[src/rtl/inv_clarke_park_seq.sv]
// Inverse Park then inverse Clarke on (d,q,sin,cos) -> (a,b,c) using one shared multiplier.
// Latency: out_valid 5 edges after accept; outputs are held while out_ready is low; in_ready is low while busy.
module inv_clarke_park_seq #(
  parameter int N = 10,
  parameter int F = 9
) (
  input  logic         clk,
  input  logic         rst,
  input  logic         in_valid,
  output logic         in_ready,
  input  logic [N-1:0] d,
  input  logic [N-1:0] q,
  input  logic [N-1:0] sin,
  input  logic [N-1:0] cos,
  output logic         out_valid,
  input  logic         out_ready,
  output logic [N-1:0] a,
  output logic [N-1:0] b,
  output logic [N-1:0] c,
  output logic         sat
);

  localparam int AW = 2*N + 2;
  localparam int MW = N + F;
  localparam int PW = 2*N + F;
  localparam int W  = PW + 1;

  // round(sqrt(3)/2 * 2^F) in pure integer arithmetic
  localparam longint SQ = (64'sd8660254 * (64'sd1 <<< F) + 64'sd5000000) / 64'sd10000000;
  localparam logic signed [MW-1:0] SQRT3_2 = MW'(SQ);

  localparam logic signed [W-1:0] MAXV = {{(W-N+1){1'b0}}, {(N-1){1'b1}}};
  localparam logic signed [W-1:0] MINV = {{(W-N+1){1'b1}}, {(N-1){1'b0}}};

  typedef enum logic [2:0] {IDLE, M0, M1, M2, M3, M4, DONE} state_t;

  state_t state, state_nxt;

  logic signed [N-1:0]  d_r, q_r, sin_r, cos_r;
  logic signed [N-1:0]  alpha, beta;
  logic                 sat_acc;
  logic signed [AW-1:0] acc, acc_nxt, acc_sh, prod_t;
  logic signed [MW-1:0] mul_a;
  logic signed [N-1:0]  mul_b;
  logic signed [PW-1:0] prod;
  logic signed [W-1:0]  acc_w, p_w, h_w, bsum, csum, b_w, c_w;

  function automatic logic ovf_n(input logic signed [W-1:0] x);
    return (x > MAXV) || (x < MINV);
  endfunction

  function automatic logic [N-1:0] sat_n(input logic signed [W-1:0] x);
    if (x > MAXV)
      return MAXV[N-1:0];
    else if (x < MINV)
      return MINV[N-1:0];
    else
      return x[N-1:0];
  endfunction

  // state register
  always_ff @(posedge clk) begin
    if (rst)
      state <= IDLE;
    else
      state <= state_nxt;
  end

  // next-state logic
  always_comb begin
    state_nxt = state;
    case (state)
      IDLE:    if (in_valid) state_nxt = M0;
      M0:      state_nxt = M1;
      M1:      state_nxt = M2;
      M2:      state_nxt = M3;
      M3:      state_nxt = M4;
      M4:      state_nxt = DONE;
      DONE:    if (out_ready) state_nxt = IDLE;
      default: state_nxt = IDLE;
    endcase
  end

  // handshake outputs decode purely from state
  always_comb begin
    in_ready  = (state == IDLE);
    out_valid = (state == DONE);
  end

  // shared multiplier operand select
  always_comb begin
    mul_a = '0;
    mul_b = '0;
    case (state)
      M0: begin mul_a = {{F{d_r[N-1]}}, d_r}; mul_b = cos_r; end
      M1: begin mul_a = {{F{q_r[N-1]}}, q_r}; mul_b = sin_r; end
      M2: begin mul_a = {{F{d_r[N-1]}}, d_r}; mul_b = sin_r; end
      M3: begin mul_a = {{F{q_r[N-1]}}, q_r}; mul_b = cos_r; end
      M4: begin mul_a = SQRT3_2;              mul_b = beta;  end
      default: begin mul_a = '0; mul_b = '0; end
    endcase
  end

  assign prod   = mul_a * mul_b;
  assign prod_t = prod[AW-1:0];

  always_comb begin
    acc_nxt = prod_t;
    case (state)
      M1:      acc_nxt = acc - prod_t;
      M3:      acc_nxt = acc + prod_t;
      default: acc_nxt = prod_t;
    endcase
    acc_sh = acc_nxt >>> F;
    acc_w  = {{(W-AW){acc_sh[AW-1]}}, acc_sh};
  end

  // phase b/c: (+-sqrt3/2*beta - alpha/2), kept at 2F fractional bits until the final shift
  always_comb begin
    p_w  = {prod[PW-1], prod};
    h_w  = {{(W-N){alpha[N-1]}}, alpha} <<< (F-1);
    bsum = p_w - h_w;
    csum = -p_w - h_w;
    b_w  = bsum >>> F;
    c_w  = csum >>> F;
  end

  always_ff @(posedge clk) begin
    if (rst) begin
      d_r     <= '0;
      q_r     <= '0;
      sin_r   <= '0;
      cos_r   <= '0;
      acc     <= '0;
      alpha   <= '0;
      beta    <= '0;
      sat_acc <= 1'b0;
      a       <= '0;
      b       <= '0;
      c       <= '0;
      sat     <= 1'b0;
    end else begin
      case (state)
        IDLE: begin
          if (in_valid) begin
            d_r     <= d;
            q_r     <= q;
            sin_r   <= sin;
            cos_r   <= cos;
            sat_acc <= 1'b0;
          end
        end
        M0, M2: acc <= acc_nxt;
        M1: begin
          acc     <= acc_nxt;
          alpha   <= sat_n(acc_w);
          sat_acc <= sat_acc | ovf_n(acc_w);
        end
        M3: begin
          acc     <= acc_nxt;
          beta    <= sat_n(acc_w);
          sat_acc <= sat_acc | ovf_n(acc_w);
        end
        M4: begin
          a   <= alpha;
          b   <= sat_n(b_w);
          c   <= sat_n(c_w);
          sat <= sat_acc | ovf_n(b_w) | ovf_n(c_w);
        end
        default: ;
      endcase
    end
  end

endmodule

[config.mk]
export PLATFORM = sky130hd
export DESIGN_NAME = inv_clarke_park_seq
export DESIGN_NICKNAME = d
export VERILOG_FILES = /design/src/rtl/inv_clarke_park_seq.sv
export SDC_FILE = /design/constraint.sdc
export NUM_CORES = 1
export LEC_CHECK = 0
export CORE_MARGIN = 5
export CORE_UTILIZATION = 30
export CTS_CLUSTER_DIAMETER = 100
export CTS_CLUSTER_SIZE = 20
export DETAILED_ROUTE_END_ITERATION = 7
export REMOVE_ABC_BUFFERS = 1
export SYNTH_ARGS = -nofsm -noshare
export SYNTH_HDL_FRONTEND = slang
export SYNTH_SLANG_ARGS = --single-unit
[constraint.sdc]
create_clock -name clk -period 18.5 [get_ports clk]
set_clock_uncertainty 0.15 [all_clocks]
set_input_delay 3.7 -clock clk [delete_from_list [all_inputs] [get_ports clk]]
set_output_delay 3.7 -clock clk [all_outputs]
set_load 0.1 [all_outputs]
Word-level counts from Yosys, hierarchy flattened:

Index checks and enable logic that the tools add are counted.
W data, S select, Z words.

* reductions and logical operators: 13
* eq/ne operators: 8
* bitwise operators: 3
* divide/modulo/power cells: 0
* magnitude comparators: 6
* $mul: 1
* multiplexer cells: 14
* $add $sub $neg: 5
* shifts and indexed selects: 0

Operators by type and width (number)
* $mux W10: 6
* $pmux W19 S3: 1
* $pmux W22 S2: 1
* $gt A21 B10 Y1 const B: 2
* $lt A21 B10 Y1 const B: 2
* $neg A29 Y30: 1
* $pmux W10 S3: 1
* $sub A29 B18 Y30: 1
* $sub A30 B18 Y30: 1
* $mul A19 B10 Y29: 1
* $add A22 B22 Y22: 1
* $sub A22 B22 Y22: 1
* $pmux W3 S7: 1
* $gt A13 B10 Y1 const B: 1
* $lt A13 B10 Y1 const B: 1
* $eq A3 B3 Y1 const B: 3
* $reduce_or A2 Y1: 4
* $eq A3 B2 Y1 const B: 2
* $mux W3: 2
* $reduce_and A2 Y1: 3
* $reduce_or A4 Y1: 1
* $eq A3 B1 Y1 const B: 1
* $logic_not A3 Y1: 1
* $logic_or A1 B1 Y1: 3
* other kinds (6): 8

* RAM bits: 0
* memories: 0
* memory bits (read-only): 0
* latch bits: 0
* word-level logic and storage cells: 63
* flip-flop bits (word level): 117
* output and inout port bits: 33

Longest topological paths before layout:

Gate-level depths: netlist of the first run.

* depth after elaboration: 10
* depth in mapped cells: 46
* depth with buffers taken out: 41

Worst setup path after synthesis of the first run:

No wires, ideal clock.

* kind: register to register
* from: register state[2]
* to: register sat
* cell stages (with the launch flop): 40
* path buffers: 6
* setup slack: 8.561 ns
* clock period less this slack: 9.939 ns
* arrival time: 9.633 ns
* setup time: 0.157 ns
* path through: dfxtp_1 -> buf_4 -> nand2b_1 -> buf_4 -> nand2b_1 -> clkbuf_1 -> nand2_1 -> clkbuf_1 -> buf_1 -> a22o_1 -> nand2_1 -> fa_1 -> inv_1 -> fa_1 -> inv_1 -> fa_1 -> inv_1 -> fa_1 -> [... 4 more ...] -> o211a_4 -> a311oi_2 -> xnor2_1 -> inv_1 -> ha_1 -> ha_1 -> and3_1 -> clkbuf_1 -> nand4_1 -> or2_2 -> o221ai_1 -> nand3_1 -> a211oi_1 -> a311oi_1 -> nor4_1 -> nand4_1 -> o31ai_2 -> a41oi_1

* cells in the longest elaborated chain, start to end: 9

Ends and longest elaborated chain
* start, declared: RTL line 37 `state_t state, state_nxt;`
* start signal, assigned: RTL line 66 `state <= state_nxt;`
* $eq A3 B3 Y1 (tied with other cells): RTL line 94 `case (state)`
* $reduce_or A2 Y1 (no line)
* $pmux W19 S3 / $pmux W10 S3 (equally long branches): RTL line 94
* $mul A19 B10 Y29: RTL line 104 `assign prod = mul_a * mul_b;`
* $neg A29 Y30 / $sub A29 B18 Y30 (equally long branches): RTL line 123, 122
* $sub A30 B18 Y30 (tied with other cells): RTL line 123 `csum = -p_w - h_w;`
* $gt A21 B10 Y1 (tied with other cells): RTL line 49 `return (x > MAXV) || (x < MINV);`
* $logic_or A1 B1 Y1 / $or A1 B1 Y1 (equally long branches): RTL line 49, 168
* $or A1 B1 Y1: RTL line 168 `sat <= sat_acc | ovf_n(b_w) | ovf_n(c_w);`
* end signal, assigned: RTL line 168
* end, declared: RTL line 20 `output logic sat`

Several ways; a longest one is shown, not always the timed one.
A chain may end at the register's enable or synchronous reset.

Worst setup path after layout of the first run:

* from: register state[1]
* to: register sat

The elaborated chain is that of the path after synthesis.

==> impl_results.md, run 1 <==
* DRT Pass-1 Iters at 5
* Post-synthesis register bit count at ~120
* Max Cap Viol at 0
* Clk pwr share at 23.2%
* Vias per inst at 5.23
* Sequential area share after synthesis at 16.8%
* Initial DRC count at between 900 and 1000
* Final Net Count at ~2200
* Post-route ant nets at 0
* Min-Delay Path Class: reg2reg
* Yosys Warn Count at 0
* Dpl ws at between 6000 and 7000 ps
* Worst VDD drop at 0.0000503 V
* All-Layer GR Usage at 16.1%
* Residual DRC count at 0
* # IOs at 77
* Mapped Area at 14000 µm²
* Complex-gate fraction of the synthesized area at 21.3%
* Mapped Cells at 1821
* Core ar. at 46400 µm²
* WS Path Type: reg2reg
* Top_reg_cell synth: dfxtp_1
* Initial core utilization at 30.1%
* Height of the chip at 226 µm
* PortBufs at 76
* Global-route wire length before repair at 66500 µm
* Core Util, Final at 34.4%
* CTS buffer count at 17
* Mean post-synth cell area at 7.67 µm²
* DP Area at around 15000 µm²
* Most common cell on crit path: inv_1
* Hold_buf cts at 0
* Status: completed
* Worst Setup Slack, final at 6160 ps
* # clock sinks at between 100 and 150
* Worst Path Required at 18630 ps
* Worst Path Arrival at between 10000 and 15000 ps
* Fin Hold WS at just over 300 ps
* Clk slew on worst S/H paths at 60 ps
* Largest net degree at the start of global routing at between 60 and 70
* Post-Synth XOR/XNOR Area at under 10%
* Net Switching at 0.690 mW
* Initial antenna violation count at 0
* RSZ-0062 raised after global routing: no
* Comb power frac at 58.0%
* Endpoints failing setup at 0
* Htree depth at 4
* Die width at 226 µm
* CP max FO at 24
* Post-DR wirelength/cell at 16.9 µm
* Final slew viol count at 0
* Worst Tran Pin Value at 1140 ps
* Most frequent cells in the layout: 256 x nand2_1, 190 x inv_1, 190 x nor2_1, 177 x a21oi_1, 151 x ha_1
* Clock Latency Late Sink at 440 ps
* Num rows at 79
* Asr flop ratio synth at 0%
* Clk buf depth at 2
* Commonest non-fill, non-tap cell in the layout: nand2_1
* Final critical-path required period at roughly 12000 ps
* Worst Setup Start Kind: register
* Post-synth cell types at 77
* HPWL Detailed at about 34000 µm
* Setup Buffers After CTS at 0
* Mux cell area share after synthesis at 1.16%
* Via count at between 10000 and 15000
* Switching Fraction at 46.0%
* Share of cells above drive strength 1 at 4.75%
* Non-Filler Instances at 2482
* P_leak at 7.26 nW
* Part of the power in registers at 18.8%
* Setup TNS at 0 ps
* Cell family with most CP delay: compound AO/OA/AOI/OAI gates
* Cell area after layout at 16000 µm²
* Total power at about 1.5 mW
* Routed WL at 42000 µm
* Largest family of logic cells by synthesized area: adder cells
* Post-Synth Simple-Gate Area at approximately 20%
* Post-synth EDFFs at 0
* GRT overflow at 0
* Max incr delay on CP at 780 ps
* CP Capture Type: register
* Post-placement cell count at 2450
* Worst relative slew slack at between 20 and 25%
* Layout area overhead at 14.2%
* Tcrit/Tclk final at 66.7%
* Fmax at about 0.08 GHz
* PostCTS Resize Cnt at 0
* Critical path's slowest cell: o31ai_2
* Pwr dens at 94.0 nW/µm²
* ANT cells at 0
* CTS tree: done
* RePlAce Congestion at 0.952
* Hold Fails Final Rpt at 0
* Root buf cell: clkbuf_16
* Internal cell power at 0.809 mW
* Vias in the first global route at 12400
* Synthesized-area fraction occupied by adder cells at between 20 and 30%
* Total die area at 51000 µm²
* CP bufs+invs at 8
## state kept, by name, indices dropped and copies added (netlist names)
| name | cells |
|---|---|
| a | 10 |
| acc | 22 |
| alpha | 10 |
| b | 10 |
| beta | 10 |
| c | 10 |
| cos_r | 10 |
| d_r | 10 |
| q_r | 10 |
| sat | 1 |
| sat_acc | 1 |
| sin_r | 10 |
| state | 3 |
## cells by family (layout without fill, tap and decap cells)
group | count (synthesis) | in the layout
compound gates | 464 | 464
xor+xnor | 86 | 86
fa+ha+maj | 254 | 254
buf+inv | 262 | 316
flops | 117 | 117
mux | 15 | 15
simple gates | 623 | 623
## cell type report
type                       instances  area, µm²
clock buffer                      20        457
clock inverter                    12        144
fill                            4885      30400
inverter                         191        717
multi-input combinational       1442      10600
sequential                       117       2340
tap                              607        759
timing repair buffer              93        886
## routing by layer
layer	track usage, %	vias to the layer above	share of wire, %
met5	0	-	0
met4	3.85	0	1.2
li1	-	6274	-
met2	27.4	319	48
met1	21.8	6349	46
met3	2.11	33	4.7
## Yosys cell counts, types with 6 or more instances
cell	count	area (µm²)
nand2_1	256	961
nor2_1	193	724
inv_1	190	713
a21oi_1	177	886
ha_1	151	1890
dfxtp_1	117	2340
fa_1	103	2060
clkbuf_1	63	236
o21ai_0	58	290
xnor2_1	53	464
a211oi_1	40	300
nor3_1	39	195
a21o_1	38	285
xor2_1	31	272
nor2b_1	26	163
nand2b_1	21	131
nand3_1	18	90.1
a22oi_1	16	120
a31oi_1	16	100
nand4_1	14	87.6
o211ai_1	13	97.6
o21bai_1	13	97.6
and2_1	12	75.1
o22ai_1	11	68.8
a311oi_1	10	87.6
mux2_2	9	101
and3_1	8	50.1
o21a_1	7	52.6
o21ai_1	7	35.0
mux2i_1	6	60.1
o22a_1	6	52.6
or2_2	6	37.5
or3_1	6	37.5
## worst paths after layout
kind | from | endpoint | slack [ps] | depth (start not counted)
setup / recovery | state[1]$_SDFFE_PP0P_ | sat$_SDFFE_PP0N_ | 6160 | 37
hold / removal | a[6]$_SDFFE_PP0N_ | a[6]$_SDFFE_PP0N_ | 310 | 2
setup reg to reg | state[1]$_SDFFE_PP0P_ | sat$_SDFFE_PP0N_ | 6160 | 37
hold reg to reg | a[6]$_SDFFE_PP0N_ | a[6]$_SDFFE_PP0N_ | 310 | 2
## power groups by stage
| stage | clock network (mW) | registers, mW | logic, mW |
|---|---|---|---|
| 2_1_floorplan | 0 | 0.288 | 0.642 |
| 3_3_place_gp | 0 | 0.287 | 0.849 |
| 3_5_place_dp | 0 | 0.287 | 0.853 |
| 4_1_cts | 0.353 | 0.282 | 0.858 |
| 5_1_grt | 0.363 | 0.283 | 0.962 |
| 6_report | 0.347 | 0.282 | 0.870 |
## worst register-to-register path: cells and delay by family, from the launching register on
| family | cells | cell delay [ps] |
|---|---|---|
| AO/OA/AOI/OAI | 11 | 3990 |
| XOR/XNOR | 1 | 200 |
| adder cells (fa/ha/maj) | 8 | 3780 |
| buffers and inverters | 8 | 1080 |
| flip-flops | 1 | 310 |
| AND/OR/NAND/NOR | 9 | 2680 |
(Power assumes the default switching activity.)
==> run 2, diff against run 1 <==
==> constraint.sdc (replaced) <==
create_clock -name clk -period 11.9 [get_ports clk]
set_clock_uncertainty 0.15 [all_clocks]
set_input_delay 2.38 -clock clk [delete_from_list [all_inputs] [get_ports clk]]
set_output_delay 2.38 -clock clk [all_outputs]
set_load 0.1 [all_outputs]
==> impl_results.md, run 2 (synthesis gave the netlist of run 1 again) <==
* Status: completed
* # IOs at 77 (unchanged)
* Hold endpoint: a[1]$_SDFFE_PP0N_
* Share of cells above drive strength 1 at 5.25% (+0.51 points)
* Worst Hold Launch: a[1]$_SDFFE_PP0N_
* RSZ-0062 raised after global routing: no
* Post-DR wirelength/cell at 17.2 µm (+1.8%)
* Layout area overhead at 14.6%
* Worst relative slew slack at 7.46% (-17 points)
* Height of the chip at 226 µm (unchanged)
* Final slew viol count at 0 (unchanged)
* Max Cap Viol at 0 (unchanged)
* Initial antenna violation count at 0 (unchanged)
* Worst VDD drop at 0.000109 V (+120%)
* Pwr dens at 144 nW/µm² (+54%)
* Flop2flop setup slack at 710 ps (-5450 ps)
* RePlAce Congestion at 0.952 (unchanged)
* Hold Fails Final Rpt at 0 (unchanged)
* CTS buffer count at 17 (unchanged)
* Switching Fraction at 46.1% (+0.078 points)
* Net Switching at 1.07 mW (+54%)
* Core ar. at 46400 µm² (unchanged)
* Final Net Count at 2170 (+0.46%)
* Worst Setup Start Kind: register
* DRT Pass-1 Iters at 5 (unchanged)
* Via count at 12900 (-0.21%)
* Largest Register: acc
* Num rows at 79 (unchanged)
* Global-route wire length before repair at 68400 µm (+2.9%)
* Endpoints failing setup at 0 (unchanged)
* Total power at 2.31 mW (+54%)
* Htree depth at 4 (unchanged)
* ANT cells at 0 (unchanged)
* Clk slew on worst S/H paths at 60 ps (about the same)
* Vias per inst at 5.20 (-0.61%)
* Clk pwr share at 22.5% (-0.7 points)
* Vias in the first global route at 12600 (+1.4%)
* GRT overflow at 0 (unchanged)
* Internal cell power at 1.25 mW (+54%)
* Final critical-path required period at 11190 ps (-1150 ps)
* PortBufs at 76 (unchanged)
* Largest register FFs at 22 (unchanged)
* Residual DRC count at 0 (unchanged)
* R2r startpoint: state[0]$_SDFFE_PP0P_
* Fmax at 0.0893 GHz (+10%)
* WS Path Type: reg2reg
* Hold path depth at 2 (unchanged)
* P_leak at 7.32 nW (+0.74%)
* All-Layer GR Usage at 16.6% (+0.55 points)
* HPWL Detailed at 34800 µm (+3.8%)
* CTS tree: done
* Most common cell on crit path: fa_1
* Worst Path Required at 12100 ps (-6530 ps)
* Part of the power in registers at 19.1% (+0.3 points)
* CP Capture Type: register
* Initial core utilization at 30.1% (unchanged)
* Clk buf depth at 2 (unchanged)
* Die width at 226 µm (unchanged)
* Worst R2R End: b[4]$_SDFFE_PP0N_
* Worst Path Arrival at 11400 ps (-1080 ps)
* Critical path's slowest cell: dfxtp_1
* Clock Latency Late Sink at 450 ps (about the same)
* Initial DRC count at 831 (-7.9%)
* # clock sinks at 117 (unchanged)
* Tcrit/Tclk final at 94.1% (+27 points)
* Routed WL at 42900 µm (+2.2%)
* Most frequent cells in the layout: 256 x nand2_1, 191 x nor2_1, 190 x inv_1, 177 x a21oi_1, 151 x ha_1
* Setup TNS at 0 ps (unchanged)
* Worst Tran Pin Value at 1380 ps (+245 ps)
* Total die area at 51000 µm² (unchanged)
* Min-Delay Path Class: reg2reg
* Root buf cell: clkbuf_16
* Cell area after layout at 16000 µm² (+0.42%)
* Commonest non-fill, non-tap cell in the layout: nand2_1
* Comb power frac at 58.3% (+0.3 points)
* Reg2reg path depth at 34 (-8.1%)
* CP max FO at 24 (unchanged)
* DP Area at 15400 µm² (+0.47%)
* Largest net degree at the start of global routing at 65 (+6.6%)
* Post-route ant nets at 0 (unchanged)
* Max incr delay on CP at 790 ps (about the same)
==> run 2: critical path, delay by kind of cell, from the launching register on <==
kind / cells / cell delay [ps]
mux: 1 / 360
compound gates: 12 / 3470
buf+inv: 5 / 670
flops: 1 / 790
xor+xnor: 2 / 880
fa+ha+maj: 7 / 3430
simple gates: 7 / 1310
==> run 2: power groups by stage <==
stage	Combinational [mW]	Clock (mW)	Sequential (mW)
2_1_floorplan	0.998	0	0.447
3_3_place_gp	1.33	0	0.450
3_5_place_dp	1.33	0	0.450
4_1_cts	1.34	0.528	0.442
5_1_grt	1.49	0.545	0.444
6_report	1.35	0.521	0.442
==> run 2: stage by stage <==
stage / hold WS [ps] / util (%) / std cells / setup slack, ps
finish: 304 / 34.6 / 2492 / 705
CTS: 309 / 34.5 / 2492 / 624
detailed placement: 301 / 33.3 / 2460 / 659
global route: 323 / 34.6 / 2492 / 65.9
floorplan: 276 / - / 1750 / 1120
global placement: 296 / 33.3 / 2460 / 740
==> run 2: cell type report <==
cell class                      count  area [µm²]
Fill cell                        4898       30300
Multi-Input combinational cell   1442       10700
Sequential cell                   117        2340
Timing Repair Buffer              103         961
Tap cell                          607         759
Inverter                          191         717
Clock buffer                       20         467
Clock inverter                     12         119
==> run 2: timing repair <==
action	CTS	global route
endpoints found under the hold margin	0	0
hold buffers	0	0
setup buffers	0	0
gates resized for setup	0	1
endpoints found under the setup margin	0	10
==> run 2: worst max path at each step <==
stage | startpoint | end | slack, ps | cells after the start
after CTS | state[0]$_SDFFE_PP0P_ | sat$_SDFFE_PP0N_ | 620 | 33
after detailed placement | state[0]$_SDFFE_PP0P_ | sat$_SDFFE_PP0N_ | 660 | 33
after floorplan | state[2]$_SDFFE_PP0P_ | sat$_SDFFE_PP0N_ | 1120 | 35
after global placement | state[0]$_SDFFE_PP0P_ | sat$_SDFFE_PP0N_ | 740 | 33
final | state[0]$_SDFFE_PP0P_ | b[4]$_SDFFE_PP0N_ | 710 | 34
after global routing | state[0]$_SDFFE_PP0P_ | b[4]$_SDFFE_PP0N_ | 70 | 34
==> run 2: layer usage <==
metal  track usage, %  routed length, µm  share of wire [%]  vias up
met5                0                  0                  0        -
li1                 -                  -                  -     6311
met4             4.86                822                1.9        0
met3             1.42               1390                3.2       47
met1             22.7              19900                 46     6319
met2             28.3              20900                 49      271
==> run 3, diff against run 2 <==
--- a/config.mk
+++ b/config.mk
@@ -10,7 +10,9 @@
 export CTS_CLUSTER_DIAMETER = 100
 export CTS_CLUSTER_SIZE = 20
 export DETAILED_ROUTE_END_ITERATION = 7
+export PLACE_DENSITY = 0.46
 export REMOVE_ABC_BUFFERS = 1
+export SKIP_CTS_REPAIR_TIMING = 1
 export SYNTH_ARGS = -nofsm -noshare
 export SYNTH_HDL_FRONTEND = slang
 export SYNTH_SLANG_ARGS = --single-unit
==> impl_results.md, run 3 (synthesis gave the netlist of run 1 again) <==
* Residual DRC count at 0 (unchanged)
* Largest register FFs at 22 (unchanged)
* Post-route ant nets at 0 (unchanged)
* All-Layer GR Usage at 17.2% (+0.55 points)
* Largest Register: acc
* Root buf cell: clkbuf_16
* Via count at 12800 (-1.0%)
* Non-Filler Instances at 2493 (+0.040%)
* Final critical-path required period at 10990 ps (-204 ps)
* Post-DR wirelength/cell at 17.6 µm (+2.3%)
* RSZ-0062 raised after global routing: no
* Most frequent cells in the layout: 256 x nand2_1, 191 x nor2_1, 190 x inv_1, 175 x a21oi_1, 151 x ha_1
* Initial antenna violation count at 0 (unchanged)
* Cell family with most CP delay: compound AO/OA/AOI/OAI gates
* P_leak at 7.36 nW (+0.52%)
* PortBufs at 76 (unchanged)
* Worst Tran Pin Value at 1370 ps (-8.51 ps)
* Clk buf depth at 2 (unchanged)
* Height of the chip at 226 µm (unchanged)
* Htree depth at 4 (unchanged)
* Vias per inst at 5.14 (-1.1%)
* RePlAce Congestion at 0.922 (-3.1%)
* WS Path Type: reg2reg
* Worst Setup Slack, final at 910 ps (+204 ps)
* CP Depth at 37 (+8.8%)
* Reg2reg path depth at 37 (+8.8%)
* Global-route wire length before repair at 69700 µm (+1.9%)
* Fill count at 4929 (+0.63%)
* Hold Fails Final Rpt at 0 (unchanged)
* Commonest non-fill, non-tap cell in the layout: nand2_1
* Initial DRC count at 798 (-4.0%)
* Post-placement cell count at 2461 (+0.041%)
* CP max FO at 16 (-33%)
* CP Capture Type: register
* Max incr delay on CP at 700 ps (-90 ps)
* Setup TNS at 0 ps (unchanged)
* Clock Latency Late Sink at 460 ps (about the same)
* Initial core utilization at 30.1% (unchanged)
* Largest net degree at the start of global routing at 81 (+25%)
* Total die area at 51000 µm² (unchanged)
* Num rows at 79 (unchanged)
* ANT cells at 0 (unchanged)
* HPWL Detailed at 35700 µm (+2.5%)
* Worst Path Arrival at 11200 ps (-200 ps)
* CTS tree: done
* Final slew viol count at 0 (unchanged)
* Min-Delay Path Class: reg2reg
* DRT Pass-1 Iters at 5 (unchanged)
* Layout area overhead at 15.4%
* Flop2flop setup slack at 910 ps (+200 ps)
* Share of cells above drive strength 1 at 5.46% (+0.21 points)
* CP bufs+invs at 6 (+1)
* Worst VDD drop at 0.0000864 V (-21%)
* Die width at 226 µm (unchanged)
* # clock sinks at 117 (unchanged)
* Routed WL at 43900 µm (+2.4%)
* Core ar. at 46400 µm² (unchanged)
* Max Cap Viol at 0 (unchanged)
* Worst Setup Start Kind: register
* # IOs at 77 (unchanged)
* GRT overflow at 0 (unchanged)
* Tcrit/Tclk final at 92.4% (-1.7 points)
* Final Net Count at 2171 (+0.046%)
* Worst Hold Launch: a[4]$_SDFFE_PP0N_
* Vias in the first global route at 12500 (-0.79%)
* Fmax at 0.0910 GHz (+1.9%)
* Clk slew on worst S/H paths at 60 ps (about the same)
* Worst R2R End: c[4]$_SDFFE_PP0N_
* Critical path's slowest cell: dfxtp_1
* Status: completed
* Worst Path Required at 12110 ps (about the same)
* Pwr dens at 150 nW/µm² (+3.8%)
* R2r startpoint: state[0]$_SDFFE_PP0P_
* Worst Setup EP: c[4]$_SDFFE_PP0N_
* Critical path startpoint: state[0]$_SDFFE_PP0P_
* Worst relative slew slack at 8.03% (+0.57 points)
* CTS buffer count at 17 (unchanged)
* Dpl ws at 438 ps (-221 ps)
* Endpoints failing setup at 0 (unchanged)
run 3: changes by cell type in the layout (fill, tap and decap cells not counted), moves of 2 or more:
cell and delta:
a21oi_1 -2, clkinvlp_4 +2, bufinv_16 +5, clkinv_2 +2, inv_6 -4, clkinv_4 -3, a21oi_2 +2, clkbuf_8 -3
run 3: worst min-delay path by stage:
| stage | endpoint | cells after the start |
|---|---|---|
| floorplan | beta[9]$_SDFFE_PP0P_ | 2 |
| global placement | a[1]$_SDFFE_PP0N_ | 2 |
| detailed placement | b[9]$_SDFFE_PP0N_ | 2 |
| CTS | b[9]$_SDFFE_PP0N_ | 2 |
| global route | b[9]$_SDFFE_PP0N_ | 2 |
| finish | a[4]$_SDFFE_PP0N_ | 2 |
run 3: report_power, final:
part	internal (mW)	switching (mW)	leakage, nW	total [mW]
Combinational	0.529	0.848	6.08	1.38
Clock	0.391	0.206	0.320	0.597
Sequential	0.416	0.0251	0.952	0.441
run 3: per-layer routing:
metal  track usage (%)  vias up  share of wire, %
met5                 0        -                 0
met4              5.02        0               2.0
met3              3.13       43               4.7
met2              27.0      252                46
met1              24.2     6209                47
li1                  -     6310                 -
run 3: area by class of cell:
class                           count  area (µm²)  share of cell area, %
Clock buffer                       18         429                   2.66
Tap cell                          607         759                   4.71
Inverter                          191         717                   4.45
Sequential cell                   117        2340                   14.5
Multi-Input combinational cell   1442       10700                   66.2
Clock inverter                     14         233                   1.44
Timing Repair Buffer              104         968                   6.01
run 3: tightest hold or removal path, stage by stage, from the launching register on:
cell	delay, ps
dfxtp_1	300
nand2_1	50
a21oi_1	50
run 3: metrics by stage:
step / area (µm²) / total power, mW / util [%] / hold slack [ps]
global placement: 15400 / 1.80 / 33.3 / 292
finish: 16100 / 2.42 / 34.8 / 303
CTS: 16100 / 2.41 / 34.7 / 305
floorplan: 13700 / 1.45 / - / 276
detailed placement: 15400 / 1.80 / 33.3 / 297
global route: 16100 / 2.60 / 34.8 / 323
